===== config.mk =====
export PLATFORM = sky130hd
export DESIGN_NAME = pc_unit
export DESIGN_NICKNAME = d
export VERILOG_FILES = /design/src/rtl/pc_unit.sv
export SDC_FILE = /design/constraint.sdc
export NUM_CORES = 1
export LEC_CHECK = 0
export CAP_MARGIN = 15
export CORE_ASPECT_RATIO = 1.25
export CORE_MARGIN = 2
export CORE_UTILIZATION = 25
export CTS_BUF_LIST = sky130_fd_sc_hd__clkbuf_4
export DETAILED_ROUTE_END_ITERATION = 10
export GPL_TIMING_DRIVEN = 0
export PLACE_DENSITY = 0.53
export SETUP_SLACK_MARGIN = 0.4
export SYNTH_ARGS = -nofsm -noshare
export SYNTH_HDL_FRONTEND = slang
export SYNTH_SLANG_ARGS = --single-unit

===== constraint.sdc =====
create_clock -name clk -period 4.54 [get_ports clk]
set_input_delay 0.681 -clock clk [delete_from_list [all_inputs] [get_ports clk]]
set_output_delay 0.681 -clock clk [all_outputs]
set_load 0.005 [all_outputs]

===== src/rtl/pc_unit.sv =====
// pc_unit: fetch-stage program counter with next-PC selection and a small
// return-address stack used for jal / jr $ra prediction.
module pc_unit #(
    parameter int               WIDTH      = 32,
    parameter logic [WIDTH-1:0] RESET_PC   = 32'h0000_3000,
    parameter logic [WIDTH-1:0] EXC_VECTOR = 32'h0000_4180,
    parameter int               STEP       = 4,
    parameter int               RAS_DEPTH  = 4
) (
    input  logic             clk,
    input  logic             reset_n,
    input  logic             stall,
    input  logic             redirect_valid,
    input  logic [WIDTH-1:0] redirect_pc,
    input  logic             exc_req,
    input  logic             eret_req,
    input  logic [WIDTH-1:0] epc_in,
    input  logic             ras_push,
    input  logic [WIDTH-1:0] ras_push_addr,
    input  logic             ras_pop,
    output logic [WIDTH-1:0] pc_out,
    output logic [WIDTH-1:0] pc_plus_step,
    output logic             misaligned,
    output logic [WIDTH-1:0] ras_top,
    output logic             ras_empty,
    output logic             ras_full
);

    localparam int PTR_W = $clog2(RAS_DEPTH);
    localparam int CNT_W = $clog2(RAS_DEPTH + 1);
    localparam logic [CNT_W-1:0] DEPTH_CNT = CNT_W'(RAS_DEPTH);

    logic [WIDTH-1:0] pc_q;
    logic [WIDTH-1:0] pc_next;

    logic [WIDTH-1:0] ras_mem [RAS_DEPTH];
    logic [PTR_W-1:0] top_ptr;
    logic [CNT_W-1:0] ras_count;

    logic             do_push;
    logic             do_replace;
    logic             do_pop;
    logic             wr_en;
    logic [PTR_W-1:0] wr_idx;

    assign pc_plus_step = pc_q + WIDTH'(STEP);
    assign pc_out       = pc_q;
    assign misaligned   = |pc_q[1:0];
    assign ras_empty    = (ras_count == '0);
    assign ras_full     = (ras_count == DEPTH_CNT);
    assign ras_top      = ras_empty ? RESET_PC : ras_mem[top_ptr];

    // Next-PC selection: exceptions and ERET beat stall; a redirect under stall is dropped.
    always_comb begin
        pc_next = pc_plus_step;
        if (exc_req) begin
            pc_next = EXC_VECTOR;
        end else if (eret_req) begin
            pc_next = epc_in;
        end else if (stall) begin
            pc_next = pc_q;
        end else if (redirect_valid) begin
            pc_next = redirect_pc;
        end
    end

    // PC register with synchronous active-low reset.
    always_ff @(posedge clk) begin
        if (!reset_n) begin
            pc_q <= RESET_PC;
        end else begin
            pc_q <= pc_next;
        end
    end

    // Decode RAS operation; push+pop on an empty stack degrades to a plain push.
    always_comb begin
        do_push    = ras_push && (!ras_pop || ras_empty);
        do_replace = ras_push && ras_pop && !ras_empty;
        do_pop     = ras_pop && !ras_push && !ras_empty;
        wr_en      = reset_n && (do_push || do_replace);
        wr_idx     = do_push ? top_ptr + 1'b1 : top_ptr;
    end

    // RAS pointer and occupancy; a push when full wraps over the oldest entry.
    always_ff @(posedge clk) begin
        if (!reset_n) begin
            top_ptr   <= '0;
            ras_count <= '0;
        end else if (do_push) begin
            top_ptr <= top_ptr + 1'b1;
            if (!ras_full) begin
                ras_count <= ras_count + 1'b1;
            end
        end else if (do_pop) begin
            top_ptr   <= top_ptr - 1'b1;
            ras_count <= ras_count - 1'b1;
        end
    end

    // RAS entry storage; contents need no reset because occupancy masks them.
    always_ff @(posedge clk) begin
        if (wr_en) begin
            ras_mem[wr_idx] <= ras_push_addr;
        end
    end

endmodule

# After elaboration in Yosys (flattened, before gate mapping)

Memories as Yosys holds them, arrays and structs flattened. A register that Yosys moved wholly into a read port is not among the register bits.
Index checks and enable logic that the tools add are counted.

Memory bits (writable): 128
Memories: 1
Register bits: 37
Output and inout bits: 99

Memories:

| memory  | depth | width | rd ports | clocked after memory_dff | wr ports | RTL line | RTL |
|---|---|---|---|---|---|---|---|
| ras_mem | 4     | 32    | 1        | 1                        | 1        | 36       | `logic [WIDTH-1:0] ras_mem [RAS_DEPTH];` |

Equal/unequal tests: 4
Bitwise gates (word level): 1
Mux-type cells: 15
Reductions and logical operators: 16
Add/subtract/negate cells: 5

Operators by type and width:

| operator              | count |
|---|---|
| $mux 32               | 4 |
| $add 32x3->32 const B | 1 |
| $mux 15               | 1 |
| $mux 2                | 5 |
| $mux 3                | 3 |
| $logic_and 1x1->1     | 6 |
| $reduce_or 2->1       | 2 |
| $add 3x1->3 const B   | 1 |
| $eq 3x3->1 const B    | 1 |
| $logic_not 1->1       | 3 |
| $logic_not 3->1       | 1 |
| $ne 3x1->1 const B    | 1 |
| $sub 3x1->3 const B   | 1 |
| $add 2x1->2 const B   | 1 |
| $logic_or 1x1->1      | 2 |
| $mux 1                | 2 |
| $ne 2x1->1 const B    | 1 |
| $ne 2x2->1 const B    | 1 |
| $reduce_and 2->1      | 1 |
| $reduce_bool 2->1     | 1 |
| $sub 2x1->2 const B   | 1 |
| $not 1->1             | 1 |

# Depth between registers and ports, before layout

Depth after elaboration: 7
Gate-level depth with buffers: 9
Gate-level depth less buffers: 8

# Worst setup path before layout

Ideal clock, no wire load.

Kind: input port to flip-flop
From: input port ras_pop
To: memory ras_mem[0][0] (enable)
Stages on the path: 5
Data required time: 4079 ps
Path buffers: 1
Slack: 390 ps
Data arrival time: 3689 ps
Path through: clkbuf_1 > o31ai_1 > nand2_1 > ha_1 > nor3_1

Longest elaborated chain between the ends: 7
Elaborated cells on any way between the ends: 10
Those cells by class: mux: 3; reduce/logical: 7

RTL lines:

| item                         | RTL line | RTL |
|---|---|---|
| from (decl)                  | 20       | `input logic ras_pop,` |
| $logic_not 1->1              | 78       | `do_push = ras_push && (!ras_pop \|\| ras_empty);` |
| $logic_or 1x1->1             | 78       |  |
| $logic_and 1x1->1            | 78       |  |
| $logic_or 1x1->1             | 81       | `wr_en = reset_n && (do_push \|\| do_replace);` |
| $logic_and 1x1->1            | 81       |  |
| $mux 1                       | 103      | `if (wr_en) begin` |
| $mux 1 (implied by the code) | 104      | `ras_mem[wr_idx] <= ras_push_addr;` |
| to (decl)                    | 36       |  |

Several ways; a longest one is shown, not always the timed one.

# Worst setup path after layout

From: register pc_q[3], in the netlist pc_out[3]
To: output port pc_plus_step[28]

Longest elaborated chain between the ends: 1

RTL lines:

| item                   | RTL line | RTL |
|---|---|---|
| from (decl)            | 33       | `logic [WIDTH-1:0] pc_q;` |
| from (signal assigned) | 72       | `pc_q <= pc_next;` |
| $add 32x3->32          | 46       | `assign pc_plus_step = pc_q + WIDTH'(STEP);` |
| to (decl)              | 22       | `output logic [WIDTH-1:0] pc_plus_step,` |

No other way between the ends.

==> results.toml <==
[outcome]
status = "finished clean"

[timing]
tns_ns = 0
relSlewSlack_pct = 23.34
period_share_pct = 85.75
grt_setup_unrepaired = "false"
finalHoldViolCount = 0
fin_worst_skew_ns = 0.03040
setup_slack_ns = 0.6469
post-route-min-period_ns = 3.893
tightestPinTransition_ns = 1.141
setup_viol = 0
max_freq_mhz = 256.9
final_max_slew_viol_count = 0

[job]
max_cap_viol_count = 0

[power_and_ir_drop]
comb_power_share_pct = 31.8
power.internal_mw = 2.705
pwr-share-seq_pct = 46.8
total_power_mw = 3.927
power_frac_clock_pct = 21.4
leakagePower_nw = 3.567
switchingPower_mw = 1.222
ir_worst_vdd_v = 0.0001987
swShare_pct = 31.11
p_per_area_nw_per_um2 = 355.5

[global_routing]
grt_max_degree = 24
grt_pass1_vias = 6416
overflow = 0
antenna_found_initial = 2
grt_pass1_wl_um = 38140
grt.total_usage_pct = 15.24

[synthesis]
async_reset_ff_share_pct = 0
synth_seq_cells = 167
synth.distinct_cells = 60
yosys.area.top_type_share_pct = 47.64
yosysTopAreaCell = "edfxtp_1"
yosysWarnings = 0
postSynthCellCount = 655
syn-cell-area_um2 = 8068
avgSynthCellArea_um2 = 12.32
yosysMostFrequentCell = "edfxtp_1"
synth_edf_count = 128
synth_commonest_cells = "edfxtp_1, a21oi_1, o21ai_0"
seq_area_frac_synth_pct = 57.32
yosys-top-cells-area = "edfxtp_1, dfxtp_1, mux4_2, a21oi_1, o21ai_0"
synthFlopType = "edfxtp_1"
postSynthNetCount = 762

[clocking]
holdBufCountCts = 0
cts_made_buffers = 17
htree_num_levels = 4
clk_pin_slew_worst_paths_ns = 0.19
clock_path_buffers = 2
clock_latency_ns = 0.59
clock_sinks = 167
root_buffer = "clkbuf_4"
cts_tree = "done"

[floorplan]
die_x_um = 164.7
start_util_pct = 25.38
die_h_um = 204.8
num_io_pins = 203
core_area_um2 = 31790
dieArea_um2 = 33730
rows = 73

[route]
drtPass1Iterations = 4
vias_per_cell = 4.712
antenna_left = 0
drcViolationCount = 0
routed_wl_um = 25310
wire_per_inst_um = 19.29
dr.first_iter.drc_count = 332
vias = 6182

[placement]
place_ws_ns = 0.8752
place_area_um2 = 10740
io_buffers = 199
place.detailed.hpwl_um = 19240
place.gp.congestion = 0.9123

[critical_path]
arrival_ns = 3.21
critPathCaptureType = "primary output"
reg2reg_depth = 8
worst-path-max-fanout = 6
timing.rr.start = "ras_count[1]$_SDFFE_PN0P_"
worstSetupStartpointType = "flop"
cp_data_required_time_ns = 3.86
r2r_slack_ns = 1.77
rr_endpoint = "ras_mem[0][20]$_DFFE_PP_"
startpoint = "pc_out[3]$_SDFFE_PP0P_"
critical_path_class = "flop to primary output"

[min_path]
hold_path.startpoint = "pc_out[21]$_SDFFE_PP0P_"
hp-class = "flop to flop"
min_to = "pc_out[21]$_SDFFE_PP0P_"
hold_depth = 2

[finish]
layout-drive-gt1-share_pct = 13.57
syn_to_final_growth_pct = 36.91
num-nets-final = 993
design_area_um2 = 11050
## kinds of logic (layout without fill, tap and decap cells)
family | Yosys count | after routing | share of synthesized area [%]
xor gates and xnor gates | 31 | 31 | 3.365
adders and majority gates | 3 | 3 | 0.4653
and+or+nand+nor | 188 | 188 | 13.82
DFF | 167 | 167 | 57.32
AOI/OAI and AO/OA | 160 | 160 | 11.88
muxes | 38 | 38 | 9.708
buffers and inverters | 68 | 312 | 3.443
other | 0 | 1 | 0
## registers in the layout, indices dropped and copies added, names as in the netlist, named ones only
register   flops
ras_count      3
ras_mem      128
pc_out        30
top_ptr        2
## worst max-delay path by stage
stage | end | slack, ns | depth (start not counted)
2_1_floorplan | ras_mem[0][0]$_DFFE_PP_ | 0.39 | 5
3_5_place_dp | ras_mem[0][18]$_DFFE_PP_ | 0.88 | 8
3_3_place_gp | ras_mem[2][9]$_DFFE_PP_ | -2.50 | 5
5_1_grt | ras_top[7] | 0.44 | 5
6_report | pc_plus_step[28] | 0.65 | 6
4_1_cts | pc_plus_step[28] | 0.43 | 6
## critical path: stages, from the launching register on
cell and delay (ns):
dfxtp_2 0.45, ha_2 0.30, nand3_1 0.23, or4_4 0.63
nor4_4 0.28, xnor2_1 0.18, clkdlybuf4s50_1 0.54
## cell type report
| class | instances | area (um^2) |
|---|---|---|
| clock inverter | 15 | 146.4 |
| tap | 412 | 515.5 |
| buffer | 48 | 202.7 |
| antenna | 1 | 2.502 |
| sequential | 167 | 4627 |
| clock buffer | 17 | 127.6 |
| inverter | 20 | 75.07 |
| multi-input combinational | 420 | 3193 |
| fill | 3215 | 20740 |
| timing repair buffer | 212 | 2156 |
## power groups by stage
stage                     registers [mW]  logic (mW)  clock network [mW]
final                               1.84        1.25               0.839
after CTS                           1.84        1.28               0.894
after global routing                1.85        1.38               0.939
after floorplan                     1.86       0.612                   0
after detailed placement            1.87        1.28                   0
after global placement              1.89        1.23                   0
## metrics by stage
stage	hold WS (ns)	instances	utilization [%]
3_5_place_dp	0.5657	1276	33.79
6_report	0.5769	1312	34.75
4_1_cts	0.5800	1308	34.66
5_1_grt	0.6202	1312	34.75
2_1_floorplan	0.5197	655	-
3_3_place_gp	0.5495	1266	33.27
## timing repair
action                                  4_1_cts  5_1_grt
endpoints found under the setup margin        3        2
gates resized for setup                       1        2
hold endpoints to repair                      0        0
buffers inserted                              0        3
pin swaps                                     0        1
## cells in the final DEF, fill, tap and decap left out, types with 4 or more instances in the layout
| cell | count |
|---|---|
| clkdlybuf4s50_1 | 199 |
| edfxtp_1 | 128 |
| a21oi_1 | 65 |
| o21ai_0 | 48 |
| nand2_1 | 37 |
| dfxtp_1 | 37 |
| clkbuf_1 | 33 |
| nor2b_1 | 33 |
| mux4_2 | 32 |
| nor2_1 | 27 |
| inv_1 | 20 |
| xnor2_1 | 19 |
| clkbuf_4 | 17 |
| nand3_1 | 15 |
| xor2_1 | 12 |
| nor3_1 | 11 |
| nand4_1 | 11 |
| buf_6 | 8 |
| o31ai_1 | 7 |
| or2_2 | 7 |
| a211oi_1 | 7 |
| buf_2 | 6 |
| nor4_1 | 6 |
| buf_1 | 6 |
| o21a_1 | 6 |
| buf_4 | 5 |
| clkinv_4 | 5 |
| nor4_4 | 4 |
| and2_1 | 4 |
| and3_1 | 4 |
| mux2i_1 | 4 |
## per-layer routing
metal  up-vias  track usage (%)  part of all wire [%]
met5         -                0                 0.051
met4         2            5.652                   3.0
met3        39            4.819                   7.2
met2       229            26.61                    50
met1      2959            17.35                    40
li1       2953                -                     -
No activity file was read; power rests on OpenSTA's default activity.
